===== config.mk =====
export PLATFORM = sky130hd
export DESIGN_NAME = register_access_controller
export DESIGN_NICKNAME = d
export VERILOG_FILES = /design/src/rtl/register_access_controller.sv
export SDC_FILE = /design/constraint.sdc
export NUM_CORES = 1
export LEC_CHECK = 0
export BUFFER_PORTS_ARGS = -buffer_cell sky130_fd_sc_hd__buf_2
export CORE_MARGIN = 4
export CORE_UTILIZATION = 30
export CTS_CLUSTER_SIZE = 30
export DETAILED_ROUTE_END_ITERATION = 7
export HOLD_SLACK_MARGIN = 0.03
export SYNTH_ARGS = -nofsm -noshare
export SYNTH_HDL_FRONTEND = slang
export SYNTH_SLANG_ARGS = --single-unit

===== constraint.sdc =====
create_clock -name clk -period 1.7 [get_ports clk]
set_input_delay 0.34 -clock clk [delete_from_list [all_inputs] [get_ports clk]]
set_output_delay 0.34 -clock clk [all_outputs]
set_load 0.05 [all_outputs]

===== src/rtl/register_access_controller.sv =====
// ---------------------------------------------------------------------------
// register_access_controller
//
// Initiator-side sequencer for the 16x32 register file. Operand-fetch
// requests (rs1/rs2) arrive over a valid/ready handshake; the block issues
// both reads to the register file. It forwards any writeback that lands in
// the issue or fetch window, so returned operands are never stale. Both
// operands are then presented on a registered valid/ready output.
// Writebacks pass straight through to the register file write port in every
// state.
//
// Ports
//   clk, reset_n          core clock, asynchronous active-low reset
//   req_valid/req_ready   operand-fetch request handshake
//   req_rs1, req_rs2      source register addresses (4 bit)
//   op_valid/op_ready     operand result handshake
//   op_a, op_b            registered operands (32 bit)
//   wb_valid/addr/data    writeback request, always accepted
//   rf_available          register-file operation strobe (issue or writeback)
//   rf_write_en/addr/data register-file write port
//   rf_read_addr_a/b      register-file read addresses
//   rf_read_data_a/b      register-file read data, valid the cycle after issue
// ---------------------------------------------------------------------------
module register_access_controller (
    input  logic        clk,
    input  logic        reset_n,
    input  logic        req_valid,
    output logic        req_ready,
    input  logic [3:0]  req_rs1,
    input  logic [3:0]  req_rs2,
    output logic        op_valid,
    input  logic        op_ready,
    output logic [31:0] op_a,
    output logic [31:0] op_b,
    input  logic        wb_valid,
    input  logic [3:0]  wb_addr,
    input  logic [31:0] wb_data,
    output logic        rf_available,
    output logic        rf_write_en,
    output logic [3:0]  rf_write_addr,
    output logic [31:0] rf_write_data,
    output logic [3:0]  rf_read_addr_a,
    input  logic [31:0] rf_read_data_a,
    output logic [3:0]  rf_read_addr_b,
    input  logic [31:0] rf_read_data_b
);

    typedef enum logic [1:0] {
        IDLE  = 2'd0,
        FETCH = 2'd1,
        VALID = 2'd2
    } state_t;

    state_t      state;
    state_t      state_next;

    logic        issue;

    logic [3:0]  rs1_q;
    logic [3:0]  rs2_q;

    logic        fwd_a_q;
    logic        fwd_b_q;
    logic [31:0] fwd_data_a_q;
    logic [31:0] fwd_data_b_q;

    logic        issue_hit_a;
    logic        issue_hit_b;
    logic        fetch_hit_a;
    logic        fetch_hit_b;
    logic [31:0] sel_a;
    logic [31:0] sel_b;

    // An issue can never happen while reset is held, even though req_ready
    // reads 1 in the reset (IDLE) state.
    assign issue = req_valid & req_ready & reset_n;

    // State register.
    always_ff @(posedge clk or negedge reset_n) begin
        if (!reset_n) begin
            state <= IDLE;
        end else begin
            state <= state_next;
        end
    end

    // Next-state and handshake outputs. The VALID state accepts a new
    // request only in the cycle the current operands are consumed, which
    // gives back-to-back operation at one request per two cycles.
    always_comb begin
        state_next = state;
        req_ready  = 1'b0;
        op_valid   = 1'b0;
        case (state)
            IDLE: begin
                req_ready = 1'b1;
                if (req_valid) begin
                    state_next = FETCH;
                end
            end
            FETCH: begin
                state_next = VALID;
            end
            VALID: begin
                op_valid  = 1'b1;
                req_ready = op_ready;
                if (op_ready) begin
                    state_next = req_valid ? FETCH : IDLE;
                end
            end
            default: begin
                state_next = IDLE;
            end
        endcase
    end

    // A writeback in the issue cycle hits the register file in the same
    // edge as the read, so the file returns the old value; remember the
    // new one here. r0 is never forwarded.
    assign issue_hit_a = wb_valid && (req_rs1 != 4'd0) && (wb_addr == req_rs1);
    assign issue_hit_b = wb_valid && (req_rs2 != 4'd0) && (wb_addr == req_rs2);

    // Latch the source addresses and issue-cycle forwards; both flags are
    // rewritten on every issue, which clears any stale forward.
    always_ff @(posedge clk or negedge reset_n) begin
        if (!reset_n) begin
            rs1_q        <= 4'd0;
            rs2_q        <= 4'd0;
            fwd_a_q      <= 1'b0;
            fwd_b_q      <= 1'b0;
            fwd_data_a_q <= 32'd0;
            fwd_data_b_q <= 32'd0;
        end else if (issue) begin
            rs1_q        <= req_rs1;
            rs2_q        <= req_rs2;
            fwd_a_q      <= issue_hit_a;
            fwd_b_q      <= issue_hit_b;
            fwd_data_a_q <= wb_data;
            fwd_data_b_q <= wb_data;
        end
    end

    // Operand selection during FETCH. A writeback in the fetch cycle is the
    // newest value and beats the issue-cycle forward; r0 always reads 0.
    assign fetch_hit_a = wb_valid && (wb_addr == rs1_q);
    assign fetch_hit_b = wb_valid && (wb_addr == rs2_q);

    always_comb begin
        sel_a = rf_read_data_a;
        if (rs1_q == 4'd0) begin
            sel_a = 32'd0;
        end else if (fetch_hit_a) begin
            sel_a = wb_data;
        end else if (fwd_a_q) begin
            sel_a = fwd_data_a_q;
        end
    end

    always_comb begin
        sel_b = rf_read_data_b;
        if (rs2_q == 4'd0) begin
            sel_b = 32'd0;
        end else if (fetch_hit_b) begin
            sel_b = wb_data;
        end else if (fwd_b_q) begin
            sel_b = fwd_data_b_q;
        end
    end

    // Operand registers load only at the end of FETCH, so writebacks seen
    // while the operands are held in VALID cannot disturb them.
    always_ff @(posedge clk or negedge reset_n) begin
        if (!reset_n) begin
            op_a <= 32'd0;
            op_b <= 32'd0;
        end else if (state == FETCH) begin
            op_a <= sel_a;
            op_b <= sel_b;
        end
    end

    // Register-file ports. Read addresses are parked at 0 outside issue
    // cycles; writes to r0 are suppressed at the enable.
    assign rf_read_addr_a = issue ? req_rs1 : 4'd0;
    assign rf_read_addr_b = issue ? req_rs2 : 4'd0;
    assign rf_available   = issue | wb_valid;
    assign rf_write_en    = wb_valid & (wb_addr != 4'd0);
    assign rf_write_addr  = wb_addr;
    assign rf_write_data  = wb_data;

endmodule


==> key figures, run 1 <==
Clock tree
  • CTS tree: yes
  • CTS root buffer: clkbuf_16
  • Htree depth: 3
  • Sink Count: ~110
  • Reg clk slew, reported paths: roughly 0.08 ns
  • CTS Buf Count: 9
  • # hold bufs at CTS: 0
  • Clk_lat worst skew: about 0.35 ns
  • CTS max path bufs: 2

Die
  • I/O pin count: between 200 and 250
  • # rows: just over 50
  • Die height: around 150 um
  • Die width: 149 um
  • Initial Utilization: 30.4%
  • Core area: about 20,000 sq um
  • Die area: approximately 22,000 sq um

STA
  • Slew headroom: 58.2%
  • Final Max Tran Viols: 0
  • Min Tclk post-route: around 1.9 ns
  • Final hold slack: between 0.1 and 0.15 ns
  • Slew @ Worst Pin: 0.628 ns
  • Unrepaired setup endpoints after global routing: yes
  • Fin crit share: 110%
  • Post-layout worst setup margin: -0.176 ns
  • Fmax: 0.533 GHz
  • Final setup fails: 30
  • Final Hold Fails: 0
  • Worst Skew: between 0.007 and 0.008 ns
  • Total Neg Setup Slack: -2.17 ns

Synth
  • Yosys top cell by area: dfrtp_1
  • Post-Syn Area: between 5000 and 6000 sq um
  • FF+latch count, synth: 108
  • Post-synth top area share: a little under half
  • Top_reg_cell synth: dfrtp_1
  • Top cells by area, synth: dfrtp_1, mux2i_1, o311ai_1
  • Ys Warns: 0
  • Post-synth EDFFs: 0
  • Mean Syn Cell Area: 10.7 sq um
  • Post-synthesis sequential area ratio: a little under half
  • Count leader, synth: dfrtp_1
  • Netlist cell types: 32
  • Synth async-reset ratio: 100%
  • Gate Count Post-Synth: between 500 and 600
  • Top cells by count, synth: dfrtp_1, nand2_1, nand4_1
  • Post-synth net total: 666

Critical path
  • Worst EP required: approximately 1.4 ns
  • Crit path largest cell delay: between 0.3 and 0.4 ns
  • Reg2reg path depth: 4
  • Critical path capture point type: output port
  • CP max-delay cell: dfrtp_1
  • CP cell instances: nand2b_1, nor2b_4, and3_4, and2_4, buf_8
  • Crit Path Category: flop to output port
  • Setup crit start kind: flop
  • Max FO, Critical Path: 8
  • Crit path DAT: approximately 1.5 ns

GRT
  • Tot GR Track Use: 18.8%
  • First-pass GRT wire length: 32.0 mm
  • Initial antenna violation count: 0
  • Total grt overflow: 0
  • Largest net degree at the start of global routing: 109
  • Vias in the first global route: 5,513

Status
  • Failing checks: negative setup slack
  • Status: finished, violations left

Job
  • Max-cap viol count: 0

Pwr
  • Switching share of power: between 40% and 50%
  • Register share of total power: between 30% and 40%
  • Psw: roughly 6.3 mW
  • Clock Power Share: 18.2%
  • Max IR drop VDD: ~0.00095 V
  • Leakage: about 3.5 nW
  • P_int: about 6.8 mW
  • PwrDens: roughly 1600 nW/um^2
  • Logic pwr share: around 50%

Routing
  • DRC: 0
  • DR vias/cell: around 5.3
  • Final ANT Viol Nets: 0
  • Final wirelength: 21.3 mm
  • Wirelength per Cell: 20.8 um
  • 1st-iter DRT viols: approximately 260
  • Via Count: between 5,000 and 6,000
  • Drt first pass iters: 4

Placed design
  • Final GP Congestion: ~0.75
  • Hpwl dp: 13.8 mm
  • Port Buffers: about 220
  • Placed Cells: between 900 and 1,000

Cells and area
  • Final Core Density: between 40% and 50%
  • Nets: about 860
  • Synth-to-Final Area Change: 35.1%
  • Fin cells: around 1,000
  • Layout cell share with drive strength beyond 1: ~47%

Worst hold path
  • Hold Path Class: input port to async pin
cell usage in the layout, fill, tap and decap left out, types with 4 or more instances in the layout:
| master | n |
|---|---|
| dfrtp_1 | 106 |
| buf_4 | 33 |
| buf_12 | 16 |
| o311ai_0 | 6 |
| nor3_1 | 4 |
| mux2_2 | 40 |
| o311ai_1 | 58 |
| nand4_1 | 66 |
| and2_4 | 9 |
| nand2_1 | 67 |
| nor2_4 | 5 |
| xor2_1 | 5 |
| buf_2 | 213 |
| clkbuf_16 | 10 |
| buf_8 | 9 |
| mux2i_1 | 64 |
| xnor2_1 | 6 |
logic make-up (layout without fill, tap and decap cells):
family / Yosys count / count (layout) / share of synthesized area (%)
flip-flops: 108 / 108 / 45.6
other: 0 / 1 / 0
multiplexers: 104 / 104 / 18.4
XOR/XNOR: 11 / 11 / 1.63
AND/OR/NAND/NOR: 168 / 170 / 14.8
AO/OA/AOI/OAI: 71 / 71 / 10.6
buffers and inverters: 91 / 291 / 8.91
sequential cells by signal, indices dropped and copies added (netlist names):
signal / count
rs1_q: 4
state: 2
fwd_b_q: 1
rs2_q: 4
fwd_a_q: 1
op_b: 32
fwd_data_b_q: 32
op_a: 32
per-stage QoR:
step	total power, mW	setup slack, ns	cell area, sq um
floorplan	8.63	-0.0285	5940
global placement	10.5	-0.192	7320
detailed placement	10.5	-0.232	7320
CTS	13.1	-0.187	7830
global route	13.8	-0.272	8000
finish	13.1	-0.176	8000
layout make-up:
cell class	instances	area (sq um)
repair buffers	273	1810
clock buffers	11	253
multi-input cells	356	2820
well taps	265	332
diodes	1	2.50
flip-flops and latches	108	2710
clock inverters	5	81.3
inverters	2	7.51
fillers	1887	11500
final timing paths:
check,to,slack (ns),start
min in group clk,state[0],0.25,req_valid
setup / recovery,rf_read_addr_b[1],-0.18,state[1]
max in group asynchronous,fwd_b_q,1.04,reset_n
hold reg to reg,op_a[6],0.48,op_a[6]
hold / removal,op_a[6],0.11,reset_n
setup reg to reg,op_b[27],-0.05,state[1]
worst max-delay path: cells and delay by family (launching register included):
family | cells | cell delay (ns)
buf+inv | 1 | 0.14
flops | 1 | 0.39
simple gates | 4 | 0.67
power by group through the flow:
| stage | combinational, mW | clock, mW | sequential (mW) |
|---|---|---|---|
| 2_1_floorplan | 1.98 | 0 | 6.65 |
| 3_3_place_gp | 6.25 | 0 | 4.24 |
| 3_5_place_dp | 6.29 | 0 | 4.25 |
| 4_1_cts | 6.42 | 2.45 | 4.20 |
| 5_1_grt | 6.86 | 2.56 | 4.34 |
| 6_report | 6.52 | 2.39 | 4.21 |
timing repair:
item | in CTS | in global routing
cloned | 2 | 2
buffers inserted | 5 | 7
endpoints found under the setup margin | 74 | 115
resized for setup | 41 | 4
pin swaps | 14 | 5
per-layer routing:
metal | global-route usage, % | share of wire [%] | vias up
met2 | 30.3 | 47 | 267
met4 | 6.42 | 2.0 | 0
met3 | 3.90 | 7.2 | 34
met5 | 0 | 0 | -
li1 | - | - | 2450
met1 | 25.2 | 44 | 2672
Power figures use the tool's default switching activity.
==> run 2, diff against run 1 <==
--- a/config.mk
+++ b/config.mk
@@ -7,10 +7,11 @@
 export LEC_CHECK = 0
 export BUFFER_PORTS_ARGS = -buffer_cell sky130_fd_sc_hd__buf_2
 export CORE_MARGIN = 4
-export CORE_UTILIZATION = 30
+export CORE_UTILIZATION = 45
 export CTS_CLUSTER_SIZE = 30
 export DETAILED_ROUTE_END_ITERATION = 7
 export HOLD_SLACK_MARGIN = 0.03
+export PLACE_DENSITY = 0.74
 export SYNTH_ARGS = -nofsm -noshare
 export SYNTH_HDL_FRONTEND = slang
 export SYNTH_SLANG_ARGS = --single-unit
==> run 2 against run 1 <==
The run still ends with negative setup slack left; critical path type unchanged; sequential cell count unchanged; clock skew is 0.0015 ns higher; hold slack worse by 0.073 ns; utilization up 19 points.
==> key figures, run 2 (synthesized netlist as in run 1, its figures left out) <==
Status
  • Status: finished, violations left
  • Failing checks: negative setup slack

Cells and area
  • Layout cell share with drive strength beyond 1: a little under half
  • Nets: 856
  • Most frequent cells in the layout: buf_2, dfrtp_1, nand4_1, nand2_1, mux2i_1
  • Synth-to-Final Area Change: 30.0%
  • Diodes inserted: 0
  • Registers with the most flip-flops: fwd_data_b_q: 32 flops, op_a: 32 flops, op_b: 32 flops
  • Commonest non-fill, non-tap cell in the layout: buf_2
  • Fillers: between 1,000 and 1,500

Critical path
  • CP top delay family: simple AND/OR/NAND/NOR gates
  • Max FO, Critical Path: 8
  • CP cell instances: nand2b_1, nor2b_4, and3_4, and2_4, buf_8
  • Worst EP required: about 1.4 ns
  • Crit. Startpoint: state[1]
  • Setup crit start kind: flop
  • Crit Path Category: flop to output port
  • Worst reg2reg path startpoint: state[1]
  • CP max-delay cell: dfrtp_1
  • Buf/Inv on CP: 1
  • Critical path capture point type: output port
  • Crit path largest cell delay: 0.40 ns
  • Crit path DAT: between 1.5 and 2 ns

GRT
  • Largest net degree at the start of global routing: 109
  • Tot GR Track Use: roughly a quarter
  • Total grt overflow: 0
  • Vias in the first global route: 5,832
  • First-pass GRT wire length: approximately 30 mm
  • Initial antenna violation count: 0

Routing
  • 1st-iter DRT viols: around 370
  • DR vias/cell: roughly 6.0
  • Via Count: 5,525
  • Drt first pass iters: 7
  • Final wirelength: 19.8 mm
  • Final ANT Viol Nets: 0
  • Wirelength per Cell: around 21 um
  • DRC: 0

Die
  • Die area: 15,100 sq um
  • Core area: 12,800 sq um
  • Die width: about 120 um
  • # rows: slightly above 40
  • Die height: between 100 and 150 um
  • Initial Utilization: 46.4%
  • I/O pin count: 225

STA
  • Final hold slack: around 0.038 ns
  • Worst Skew: 0.00935 ns
  • Fmax: roughly 0.53 GHz
  • Slew @ Worst Pin: around 0.63 ns
  • Slew headroom: just under 60%
  • Unrepaired setup endpoints after global routing: yes
  • Final Hold Fails: 0
  • Total Neg Setup Slack: -1.77 ns
  • Final Max Tran Viols: 0
  • Fin crit share: 111%
  • Min Tclk post-route: 1.89 ns
  • Post-layout worst setup margin: -0.187 ns
  • Final setup fails: 23

Pwr
  • Switching share of power: ~50%
  • Clock Power Share: 16.0%
  • Max IR drop VDD: between 0.001 and 0.0015 V
  • Leakage: 3.43 nW
  • PwrDens: 1650 nW/um^2
  • P_int: approximately 6.3 mW
  • Psw: about 6.3 mW
  • Register share of total power: ~34%
  • Logic pwr share: about 50%

Clock tree
  • Reg clk slew, reported paths: ~0.070 ns
  • CTS root buffer: clkbuf_16
  • CTS tree: yes
  • Sink Count: 108
  • CTS max path bufs: 2
  • CTS Buf Count: 9
  • Htree depth: 3
  • Clk_lat worst skew: 0.36 ns

Worst hold path
  • Hold Path Class: input port to async pin

Placed design
  • Hpwl dp: ~13 mm
  • Worst slack, placed: -0.140 ns
  • Final GP Congestion: between 0.8 and 0.9
  • Port Buffers: between 200 and 250

Job
  • Max-cap viol count: 0
## run 2: timing repair
action / in CTS / in global routing
endpoints found under the hold margin: 0 / 0
buffers inserted: 5 / 5
pin swaps: 12 / 5
hold buffers: 0 / 0
setup endpoints to repair: 73 / 94
cloned: 2 / 0
resized for setup: 43 / 8
## run 2: per-stage QoR
| step | utilization (%) | cell area [sq um] | std cells | power [mW] |
|---|---|---|---|---|
| final | 60.3 | 7700 | 920 | 12.7 |
| after global routing | 60.3 | 7700 | 920 | 13.3 |
| after CTS | 59.7 | 7630 | 917 | 12.6 |
| after detailed placement | 56.2 | 7170 | 894 | 10.5 |
| after global placement | 56.2 | 7170 | 894 | 10.3 |
| after floorplan | - | 5940 | 553 | 8.63 |
## run 2: final cells by class
| class | instances | area (sq um) | area share [%] |
|---|---|---|---|
| multi-input cells | 356 | 2790 | 36.3 |
| flip-flops and latches | 108 | 2710 | 35.1 |
| repair buffers | 266 | 1700 | 22.1 |
| clock buffers | 10 | 229 | 2.97 |
| well taps | 172 | 215 | 2.79 |
| clock inverters | 6 | 46.3 | 0.601 |
| inverters | 2 | 7.51 | 0.0975 |
## run 2: per-layer routing
layer | global-route usage, % | wire length [um] | vias up
li1 | - | - | 2439
met1 | 34.1 | 7920 | 2701
met2 | 42.8 | 9550 | 341
met3 | 5.30 | 1830 | 44
met4 | 12.4 | 463 | 0
met5 | 0 | 0 | -
## run 2: power by group through the flow
stage / combinational [mW] / sequential [mW] / clock, mW
2_1_floorplan: 1.98 / 6.65 / 0
3_3_place_gp: 6.11 / 4.21 / 0
3_5_place_dp: 6.22 / 4.27 / 0
4_1_cts: 6.34 / 4.23 / 2.05
5_1_grt: 6.73 / 4.36 / 2.18
6_report: 6.40 / 4.24 / 2.03
## run 2: final timing paths
path | to | slack, ns | cells past startpoint
max | rf_read_addr_b[0] | -0.19 | 5
min | rs1_q[0] | 0.04 | 2
min in group clk | state[0] | 0.23 | 2
min reg2reg | op_a[4] | 0.48 | 2
max in group asynchronous | op_a[10] | 1.15 | 2
max reg2reg | op_a[28] | -0.05 | 4
